File: src/rtl/ballot_box_tally.sv
// ballot_box_tally
//   Counts the avatar-election controller's per-cycle results for each ballot
//   box. Three counts are kept per box: accepted registrations, accepted votes
//   and rejected requests. When the election closes, one summary record per box
//   is streamed out over a valid/ready handshake.
//
// Ports
//   CLK, RST_N             clock (rising edge), asynchronous active-low reset
//   op_valid               controller produced a result this cycle
//   mode                   00 register, 01 vote, 10/11 ignored
//   ballot_box_id          box of the processed user
//   already_registered,
//   already_voted,
//   not_registered,
//   voting_not_started,
//   registration_ended     rejection flags; any one set marks the op rejected
//   election_done          level; closes counting and starts the report
//   report_valid/ready     record handshake
//   report_box/regs/votes/errors, report_full_turnout   current record
//   tally_done             every record has been accepted
module ballot_box_tally #(
  parameter int NUM_BOXES = 4,
  parameter int CNT_W     = 5,
  parameter int ERR_W     = 8,
  localparam int BOX_W    = (NUM_BOXES > 1) ? $clog2(NUM_BOXES) : 1
) (
  input  logic             CLK,
  input  logic             RST_N,
  input  logic             op_valid,
  input  logic [1:0]       mode,
  input  logic [BOX_W-1:0] ballot_box_id,
  input  logic             already_registered,
  input  logic             already_voted,
  input  logic             not_registered,
  input  logic             voting_not_started,
  input  logic             registration_ended,
  input  logic             election_done,
  output logic             report_valid,
  input  logic             report_ready,
  output logic [BOX_W-1:0] report_box,
  output logic [CNT_W-1:0] report_regs,
  output logic [CNT_W-1:0] report_votes,
  output logic [ERR_W-1:0] report_errors,
  output logic             report_full_turnout,
  output logic             tally_done
);

  typedef enum logic [1:0] {COLLECT, REPORT, DONE} state_t;

  localparam logic [BOX_W-1:0] LAST_BOX = BOX_W'(NUM_BOXES - 1);

  state_t           state;
  logic [BOX_W-1:0] ptr;

  logic [CNT_W-1:0] cnt_regs  [NUM_BOXES];
  logic [CNT_W-1:0] cnt_votes [NUM_BOXES];
  logic [ERR_W-1:0] cnt_errs  [NUM_BOXES];

  logic err;
  logic count_en;
  logic show;

  function automatic logic [CNT_W-1:0] sat_inc_cnt(input logic [CNT_W-1:0] v);
    return (&v) ? v : v + CNT_W'(1);
  endfunction

  function automatic logic [ERR_W-1:0] sat_inc_err(input logic [ERR_W-1:0] v);
    return (&v) ? v : v + ERR_W'(1);
  endfunction

  assign err = already_registered | already_voted | not_registered |
               voting_not_started | registration_ended;

  // Only register/vote modes touch the counters, and only while collecting.
  // The op in the closing cycle is still counted since state is COLLECT.
  assign count_en = (state == COLLECT) && op_valid && !mode[1];

  always_ff @(posedge CLK or negedge RST_N) begin
    if (!RST_N) begin
      for (int i = 0; i < NUM_BOXES; i++) begin
        cnt_regs[i]  <= '0;
        cnt_votes[i] <= '0;
        cnt_errs[i]  <= '0;
      end
    end else if (count_en) begin
      if (err)
        cnt_errs[ballot_box_id] <= sat_inc_err(cnt_errs[ballot_box_id]);
      else if (mode[0])
        cnt_votes[ballot_box_id] <= sat_inc_cnt(cnt_votes[ballot_box_id]);
      else
        cnt_regs[ballot_box_id] <= sat_inc_cnt(cnt_regs[ballot_box_id]);
    end
  end

  // Control FSM. report_valid is high for the whole of REPORT, so an edge
  // with report_ready high is a handshake there.
  always_ff @(posedge CLK or negedge RST_N) begin
    if (!RST_N) begin
      state        <= COLLECT;
      ptr          <= '0;
      report_valid <= 1'b0;
      tally_done   <= 1'b0;
    end else begin
      case (state)
        COLLECT: begin
          if (election_done) begin
            state        <= REPORT;
            report_valid <= 1'b1;
          end
        end
        REPORT: begin
          if (report_ready) begin
            if (ptr == LAST_BOX) begin
              state        <= DONE;
              report_valid <= 1'b0;
              tally_done   <= 1'b1;
            end else begin
              ptr <= ptr + BOX_W'(1);
            end
          end
        end
        DONE: begin
          // Terminal until reset; ptr stays on the last box so the final
          // record remains on the data outputs.
        end
        default: begin
          state        <= COLLECT;
          report_valid <= 1'b0;
          tally_done   <= 1'b0;
        end
      endcase
    end
  end

  // Record fields read zero while collecting; ptr is still 0 then.
  assign show          = (state != COLLECT);
  assign report_box    = ptr;
  assign report_regs   = show ? cnt_regs[ptr]  : '0;
  assign report_votes  = show ? cnt_votes[ptr] : '0;
  assign report_errors = show ? cnt_errs[ptr]  : '0;

  assign report_full_turnout = (report_votes == report_regs) && (report_regs != '0);

endmodule

File: config.mk
export PLATFORM = sky130hd
export DESIGN_NAME = ballot_box_tally
export DESIGN_NICKNAME = d
export VERILOG_FILES = /design/src/rtl/ballot_box_tally.sv
export SDC_FILE = /design/constraint.sdc
export NUM_CORES = 1
export LEC_CHECK = 0
export ABC_AREA = 1
export CAP_MARGIN = 40
export CORE_UTILIZATION = 45
export CTS_CLUSTER_DIAMETER = 80
export CTS_CLUSTER_SIZE = 14
export DETAILED_ROUTE_END_ITERATION = 10
export SYNTH_ARGS = -nofsm -noshare
export SYNTH_HDL_FRONTEND = slang
export SYNTH_SLANG_ARGS = --single-unit
File: constraint.sdc
create_clock -name CLK -period 2 [get_ports CLK]
set_input_delay 0.6 -clock CLK [delete_from_list [all_inputs] [get_ports CLK]]
set_output_delay 0.6 -clock CLK [all_outputs]
set_load 0.02 [all_outputs]
==> results of run 1 <==
[synthesized netlist by cell type]
cell,count
nand2_1,330
dfrtp_1,77
nand3_1,62
inv_1,56
nor2_1,43
o21ai_0,32
a21oi_1,26
nand4_1,11
buf_2,7
buf_6,6
clkbuf_1,6
nand2_2,6
nand3_2,6
nor2_2,6
xnor2_1,6
nor2_4,5
ha_1,4
inv_2,3
nand3b_1,3
o21ai_1,3
clkinv_1,2
inv_4,2
nand4_2,2
o21bai_1,2
xor2_1,2
a22oi_1,1
a31oi_1,1
and2_1,1
buf_1,1
nand2_4,1
nor3_1,1
nor3_2,1
o211ai_1,1
o21bai_2,1
or2_2,1
[placed cells by master (no fill, tap or decap), types with 6 or more instances in the layout]
cell type and instances:
nand2_1 296, buf_4 126, dfrtp_1 74, inv_1 48
nand3_1 40, nand2_2 32, nand3_2 25, nor2_1 25
buf_6 24, o21ai_1 18, nor2_4 17, a21oi_2 16
o21ai_0 13, nor2_2 12, nand4_1 11, clkdlybuf4s50_1 11
a21oi_1 10, clkbuf_8 10, nand2_4 9, inv_2 9
buf_12 6
[routing by layer]
metal | wire length [µm] | up-vias | global-route usage, %
li1 | - | 2612 | -
met1 | 6750 | 2590 | 36.8
met5 | 0 | - | 0
met2 | 8400 | 185 | 52.4
met4 | 482 | 0 | 13.5
met3 | 947 | 47 | 6.62
[worst max-delay path by stage]
stage	start	slack [ps]	cells past startpoint	endpoint
final	report_box[0]	-550	10	report_full_turnout
after global routing	report_box[0]	-620	11	report_full_turnout
after CTS	report_box[0]	-500	11	report_full_turnout
after detailed placement	ballot_box_id[1]	-660	12	cnt_regs[15]
after global placement	report_box[0]	-590	10	report_full_turnout
after floorplan	report_box[0]	-50	6	report_errors[2]
[cell families after synthesis]
logic type	after synthesis	synth area share, %
adders and majority gates	4	1.04
buffers and inverters	83	7.67
xor gates and xnor gates	8	1.45
and+or+nand+nor	479	42.6
DFF	77	39.9
AOI/OAI and AO/OA	67	7.31
[power by group through the flow]
stage / combinational, mW / sequential, mW / clock, mW
floorplan: 0.850 / 1.93 / 0
global placement: 1.48 / 1.93 / 0
detailed placement: 1.50 / 1.93 / 0
CTS: 1.54 / 1.90 / 1.36
global route: 1.74 / 1.94 / 1.42
finish: 1.59 / 1.91 / 1.35
[area by class of cell]
class | count | share of cell area [%]
Timing Repair inverter | 1 | 0.223
Clock buffer | 12 | 1.99
Multi-Input combinational cell | 558 | 41.6
Inverter | 63 | 3.80
Sequential cell | 77 | 26.4
Tap cell | 136 | 2.33
Timing Repair Buffer | 178 | 22.6
Clock inverter | 4 | 0.994
[per-stage QoR]
step / hold WS (ps) / area [µm²] / utilization, % / TNS (ps) / instances
final: 235 / 7300 / 70.4 / -5530 / 1029
after global routing: 258 / 7300 / 70.4 / -6780 / 1029
after CTS: 255 / 6920 / 66.8 / -5530 / 1025
after detailed placement: 470 / 6320 / 60.9 / -48280 / 994
after global placement: 468 / 6320 / 60.9 / -44820 / 994
after floorplan: 304 / 4980 / - / -278 / 718
[critical path, stage by stage (launching register included)]
cell       delay, ps
dfrtp_2          440
buf_6            150
clkbuf_16        160
nand2_2           60
nand3_2          100
nand3_4          110
buf_6            100
nand4_1          100
a21oi_2          200
nor2_4            60
buf_6            120
[sequential cells by signal (all words and copies together) (netlist names)]
| signal | cells |
|---|---|
| report_valid | 1 |
| state | 1 |
| cnt_regs | 20 |
| tally_done | 1 |
| cnt_errs | 32 |
| report_box | 2 |
| cnt_votes | 20 |
[what timing repair did]
| action | in CTS | in global routing |
|---|---|---|
| gates cloned | 4 | 3 |
| endpoints found under the hold margin | 0 | 0 |
| pin swaps | 24 | 34 |
| hold buffers | 0 | 0 |
| setup endpoints to repair | 94 | 87 |
| setup buffers | 12 | 1 |
| resized for setup | 179 | 95 |
==> flow_summary_export.csv, run 1 <==
group,metric,value,unit
run_status,status,"finished, violations left",
run_status,violations,"setup timing",
floorplanning,start_util,46.5,%
pwr,pwr-share-seq,39.4,%
sta,hold_viol_final,0,
placement,place_congestion,0.977,
critical_path,rr_endpoint,"cnt_errs[22]",
detailed_routing,wl_per_cell,16.1,µm
worst_hold_path,hold_path.class,"input pin to async pin",
synth,synthTopCellsByArea,"dfrtp_1 40%, nand2_1 26%, nand3_1 6.4%, inv_1 4.4%, nor2_1 3.3%",
final_layout,drive_gt1_share,37.1,%
critical_path,r2r_cells,9,
floorplanning,chipHeight,106,µm
floorplanning,core_area,0.0104,mm²
clocking,cts_htree_levels,3,
detailed_routing,wirelength,16600,µm
sta,max_freq,392,MHz
grt,grt_antenna_before_repair,0,
sta,relSlewSlack,70.5,%
sta,period_minus_slack,2550,ps
sta,worstMarginPinSlew,443,ps
detailed_routing,drc_errors,0,
critical_path,endpoint_kind,"output port",
sta,clock_skew,9.09,ps
pwr,ir_drop,0.533,mV
synth,yosysTopAreaCellShare,39.9,%
sta,setup_slack,-549,ps
synth,synth.distinct_cells,35,
pwr,p_leak,3.79,nW
clocking,tritoncts,"yes",
synth,ys_ff_latch,77,
clocking,insertion_delay,370,ps
floorplanning,num_rows,37,
grt,grt_pass1_vias,5286,
final_layout,fillCellCount,847,
critical_path,critPathArrivalTime,1950,ps
grt,track_usage,30.6,%
sta,report.final.slew_viol_count,0,
pwr,p_switching,1.70,mW
synth,synth.largest_area_cell,"dfrtp_1",
floorplanning,dieArea,0.0111,mm²
critical_path,critical_path_class,"flip-flop to output port",
pwr,swShare,35.0,%
synth,avgSynthCellArea,6.72,µm²
pwr,powerDensity,665,mW/mm²
floorplanning,die_w,106,µm
synth,synth_area,0.00483,mm²
sta,finalSetupViolCount,19,
detailed_routing,drt_iter0_drc,265,
grt,grt_max_degree,78,
pwr,power,4.85,mW
synth,synth_cells,718,
run,max_cap_viol_count,0,
detailed_routing,drtPass1Iterations,6,
placement,hpwl,11000,µm
critical_path,cp-start-kind,"flip-flop",
placement,portBuffers,36,
grt,grt_pass1_wl,26200,µm
synth,seq_area_frac_synth,39.9,%
detailed_routing,detail-route-antenna-nets,0,
pwr,p_clk_share,27.8,%
clocking,clk_pin_slew,80,ps
pwr,internal-power,3.16,mW
final_layout,multi_input_area,0.00304,mm²
placement,place_ws,-656,ps
clocking,clock_sink_count,77,
sta,rsz0062_at_grt,"true",
final_layout,seqCellArea,0.00193,mm²
final_layout,area_growth,51.3,%
clocking,cts-buffers-inserted,9,
critical_path,regToRegStartpoint,"state[1]",
pwr,p_comb_share,32.7,%
detailed_routing,vias,5434,
final_layout,finalNetCount,906,
synth,syn-num-nets,736,
clocking,root_buffer,"clkbuf_8",
grt,grt-ovfl-total,0,
clocking,clockBufferDepth,2,
critical_path,crit_fanout,5,
critical_path,rrSetupSlack,170,ps
final_layout,antennaDiodeCount,0,
synth,yosys_warnings,0,
floorplanning,pin_count,37,
detailed_routing,routed_via_density,5.28,
sta,period_share,127,%
critical_path,worstPathRequired,1400,ps
No activity file was read; power rests on OpenSTA's default activity.
==> inputs of run 2 (changes only) <==
ABC_AREA = unset   (was 1)
==> flow_summary_export.csv, run 2 <==
group,metric,value,unit
run_status,status,"finished, violations left",
run_status,violations,"setup timing",
sta,max_freq,333,MHz
worst_hold_path,hold_path.class,"input pin to async pin",
synth,synth.distinct_cells,43,
synth,synth_edf_count,0,
critical_path,regToRegStartpoint,"state[1]",
sta,worstMarginPinSlew,424,ps
critical_path,critical_path_class,"flip-flop to output port",
placement,place_ws,-1010,ps
floorplanning,chipHeight,102,µm
critical_path,r2r_cells,7,
grt,grt_use_met3,6.69,%
grt,met2_usage,43.7,%
synth,synthTopCellsByArea,"dfrtp_1 43%, mux4_2 18%, mux2_2 9.6%, o31ai_1 3.4%, nand2_1 2.9%",
placement,placed_cells,658,
grt,grt-ovfl-total,0,
detailed_routing,wirelength,13900,µm
sta,fin_setup_tns,-15450,ps
run,max_cap_viol_count,0,
critical_path,endpoint_kind,"output port",
final_layout,largest_reg_flops,32,
synth,yosysTopAreaCellShare,43.1,%
final_layout,final_cell_count_no_fill,692,
synth,synth_flop_cell,"dfrtp_1",
critical_path,slowest_delay,560,ps
critical_path,rrSetupSlack,-140,ps
critical_path,cp-start-kind,"flip-flop",
critical_path,rr_endpoint,"cnt_votes[14]",
sta,hold_viol_final,0,
clocking,clock_sink_count,77,
critical_path,critPathSlowestCell,"mux4_2",
clocking,clk_pin_slew,80,ps
sta,rsz0062_at_grt,"true",
sta,period_share,150,%
placement,hpwl,9310,µm
synth,ys_ff_latch,77,
placement,dpl_cell_area,0.00623,mm²
critical_path,crit_chain,"mux4_2, or4_4, a21oi_4, nor4_4, buf_4",
final_layout,antennaDiodeCount,0,
critical_path,worstPathRequired,1400,ps
sta,setup_slack,-1010,ps
detailed_routing,drt_iter0_drc,302,
grt,grt_max_degree,50,
synth,synth.largest_area_cell,"dfrtp_1",
placement,place_congestion,0.805,
detailed_routing,routed_via_density,5.75,
synth,synth_most_common_cell,"dfrtp_1",
sta,relSlewSlack,71.7,%
clocking,cts_htree_levels,3,
synth,yosys_warnings,0,
detailed_routing,detail-route-antenna-nets,0,
final_layout,drive_gt1_share,62.6,%
pwr,ir_drop,0.527,mV
synth,syn-num-nets,385,
detailed_routing,drc_errors,0,
synth,synth_cells,367,
clocking,cts-buffers-inserted,9,
sta,whs,204,ps
floorplanning,die_w,102,µm
floorplanning,core_area,0.00968,mm²
final_layout,layout_common_cells,"126 x buf_4, 74 x dfrtp_1, 36 x mux4_2",
clocking,insertion_delay,360,ps
critical_path,critPathArrivalTime,2410,ps
sta,finalSetupViolCount,62,
sta,clock_skew,10.3,ps
final_layout,design_area,0.00705,mm²
sta,report.final.slew_viol_count,0,
clocking,clockBufferDepth,2,
floorplanning,pin_count,37,
synth,seq_area_frac_synth,43.1,%
final_layout,area_growth,57.6,%
clocking,cts_hold_buf,0,
pwr,power,5.88,mW
detailed_routing,vias,3981,
final_layout,layout_commonest_cell,"buf_4",
grt,grt_antenna_before_repair,0,
grt,top_usage_layer,"met2",
pwr,p_leak,3.18,nW
clocking,tritoncts,"yes",
pwr,powerDensity,834,mW/mm²
final_layout,finalNetCount,572,
final_layout,largest-register,"cnt_errs",
critical_path,crit_fanout,6,
grt,grt_pass1_wl,21200,µm
floorplanning,num_rows,36,
synth,avgSynthCellArea,12.2,µm²
final_layout,top_regs,"cnt_errs: 32 flops, cnt_regs: 20 flops, cnt_votes: 20 flops",
sta,period_minus_slack,3010,ps
synth,synth_area,0.00447,mm²
grt,grtUsageMet1,39.3,%
synth,synth-async-reset-ratio,100,%
placement,portBuffers,36,
final_layout,final_core_util,72.8,%
grt,track_usage,28.0,%
detailed_routing,drtPass1Iterations,4,
detailed_routing,wl_per_cell,20.1,µm
clocking,root_buffer,"clkbuf_8",
floorplanning,dieArea,0.0103,mm²
synth,synth_commonest_cells,"77 x dfrtp_1, 38 x mux2_2, 36 x mux4_2, 35 x nand2_1, 23 x nor2_1",
grt,grt_pass1_vias,4006,
floorplanning,start_util,46.2,%
-- run 2: final cells by class --
cell class	instances	area (µm²)
well taps	133	166
fillers	662	2640
repair buffers	193	1730
inverters	3	11.3
multi-input cells	270	3050
clock buffers	10	128
clock inverters	6	30.0
flip-flops and latches	77	1930
-- run 2: kinds of logic (layout without fill, tap and decap cells) --
group | count (synthesis) | count (layout) | synth area share, %
adders and majority gates | 4 | 4 | 1.12
muxes | 76 | 76 | 28.2
and+or+nand+nor | 111 | 111 | 13.0
buffers and inverters | 20 | 212 | 2.02
AOI/OAI and AO/OA | 72 | 72 | 11.2
xor gates and xnor gates | 7 | 7 | 1.37
DFF | 77 | 77 | 43.1
-- run 2: layer usage --
metal	vias up	wire length, µm
met2	118	6830
li1	1808	-
met4	0	182
met3	19	817
met5	-	0
met1	2036	6050
-- run 2: worst max path at each step --
stage                      from                   to  slack [ps]  depth (start not counted)
4_1_cts           report_box[0]  report_full_turnout       -1000                          5
2_1_floorplan  ballot_box_id[0]        cnt_votes[11]        -530                          8
3_3_place_gp      report_box[0]  report_full_turnout        -970                          6
5_1_grt           report_box[0]  report_full_turnout       -1090                          7
3_5_place_dp      report_box[0]  report_full_turnout       -1010                          6
6_report          report_box[0]  report_full_turnout       -1010                          5
-- run 2: critical path, delay by kind of cell (launching register included) --
| family | cells | cell delay (ps) |
|---|---|---|
| flops | 1 | 490 |
| mux | 1 | 560 |
| compound gates | 1 | 180 |
| buf+inv | 1 | 180 |
| simple gates | 2 | 630 |
-- run 2: repair_timing --
| item | in CTS | in global routing |
|---|---|---|
| pin swaps | 20 | 20 |
| endpoints found under the setup margin | 94 | 83 |
| gates resized for setup | 121 | 70 |
| gates cloned | 1 | 1 |
| buffers inserted | 13 | 8 |
-- run 2: report_power, final --
part	switching, mW	internal, mW	leakage (nW)	total [mW]
registers	0.166	1.77	1.03	1.94
logic	1.38	1.55	2.05	2.92
clock network	0.578	0.438	0.0894	1.02
total	2.12	3.76	3.18	5.88
==> variant, RTL diff (flow settings as in run 1) <==
Put a register stage on the output `report_errors`, cleared by the reset. The value now appears one clock later. The other outputs are not delayed to match.
--- a/src/rtl/ballot_box_tally.sv
+++ b/src/rtl/ballot_box_tally.sv
@@ -137,7 +137,13 @@
   assign report_box    = ptr;
   assign report_regs   = show ? cnt_regs[ptr]  : '0;
   assign report_votes  = show ? cnt_votes[ptr] : '0;
-  assign report_errors = show ? cnt_errs[ptr]  : '0;
+  always_ff @(posedge CLK or negedge RST_N) begin
+    if (!RST_N) begin
+      report_errors <= '0;
+    end else begin
+      report_errors <= show ? cnt_errs[ptr]  : '0;
+    end
+  end
 
   assign report_full_turnout = (report_votes == report_regs) && (report_regs != '0);
 
Formal check against the unedited RTL: not equivalent (a bounded check fails within 4 cycles, from zero or initial values and one cycle with RST_N low).
==> variant against run 1 <==
  * The run still ends with negative setup slack left
  * Wire length down 4.2%
  * Synthesized cell count up 2.8%
  * Design area down 2.1%
  * Combinational power down 4%
  * Area after synthesis up 4.9%
  * Global-route usage down 1.3 points
  * Critical path depth up 1
  * Final cell count up 1.7%
  * Worst setup slack worse by 0.025 ns
  * Sequential cell count up 8
  * Total power up 0.43%
==> variant: results (changes against run 1) <==
{
  "status": "complete, but fails checks",
  "failed_checks": "negative setup slack",
  "detailedPlacementHpwl": {"value": 11.80, "unit": "mm", "change": "+6.8%"},
  "use_met2": {"value": 50.27, "unit": "%", "change": "-2.2 points"},
  "regArea": {"value": 2131, "unit": "um^2", "change": "+10%"},
  "power.ir.vdd_worst": {"value": 0.6777, "unit": "mV", "change": "+27%"},
  "cell_area_after_placement": {"value": 6600, "unit": "um^2", "change": "+4.4%"},
  "seq_cell_count": {"value": 85, "change": "+10%"},
  "crit_path_max_fanout": {"value": 8, "change": "+3"},
  "finalWorstSetupSlack": {"value": -0.5744, "unit": "ns", "change": "-0.02528 ns"},
  "power.leakage": {"value": 3.767, "unit": "nW", "change": "-0.67%"},
  "area_of_combinational_cells_with_multiple_inputs": {"value": 2858, "unit": "um^2", "change": "-5.9%"},
  "grt_max_degree": {"value": 48, "change": "-38%"},
  "setup-violations-final": {"value": 11, "change": "-8"},
  "cts.repair.resized": {"value": 86, "change": "-52%"},
  "syn-num-nets": {"value": 756, "change": "+2.7%"},
  "clock_tree_area_fraction": {"value": 2.800, "unit": "%", "change": "-0.18 points"},
  "first_global_vias": {"value": 5276, "change": "-0.19%"},
  "arrival_worst_endpoint": {"value": 1.97, "unit": "ns", "change": "+0.02 ns"},
  "first_iter_violations": {"value": 285, "change": "+7.5%"},
  "totalNegativeSetupSlack": {"value": -3.884, "unit": "ns", "change": "+1.643 ns"},
  "grt_use_met3": {"value": 3.677, "unit": "%", "change": "-2.9 points"},
  "buffer_area_share": {"value": 20.65, "unit": "%", "change": "-2.0 points"},
  "inverters_excl_clock": {"value": 72, "change": "+13%"},
  "ratio_of_cells_with_drive_above_1_in_the_final_layout": {"value": 29.47, "unit": "%", "change": "-7.6 points"},
  "non_clock_buffer_count": {"value": 169, "change": "-5.1%"},
  "post_synth_instance_area": {"value": 5064, "unit": "um^2", "change": "+4.9%"},
  "total_wirelength": {"value": 15.88, "unit": "mm", "change": "-4.2%"},
  "post_cts.repair.setup_buffers": {"value": 4, "change": "-8"},
  "layout.nets": {"value": 920, "change": "+1.5%"},
  "fin_util": {"value": 65.66, "unit": "%", "change": "-4.8 points"},
  "fillers": {"value": 999, "change": "+18%"}
}
variant: changes by cell type after synthesis, sizes merged, moves of 4 or more:
cell	before	now
nand3	68	64
inv	61	70
nor2	54	62
o21ai	35	40
dfrtp	77	85
buf	14	8
variant: power by group:
group / total (mW) / switching (mW) / internal, mW
registers: 2.09 / 0.146 / 1.94
clock network: 1.27 / 0.627 / 0.639
logic: 1.52 / 0.899 / 0.622
total: 4.88 / 1.67 / 3.20
variant: path summary, 6_finish.rpt:
check / start / to / slack [ns] / cells after the start
worst max register to register: cnt_votes[0] / cnt_votes[12] / 0.20 / 12
max in group asynchronous: RST_N / cnt_errs[30] / 1.55 / 2
worst max-delay path: report_box[0] / report_full_turnout / -0.57 / 11
min in group CLK: cnt_errs[7] / cnt_errs[7] / 0.49 / 2
worst min-delay path: RST_N / cnt_regs[7] / 0.18 / 2
worst min register to register: cnt_errs[7] / cnt_errs[7] / 0.49 / 2
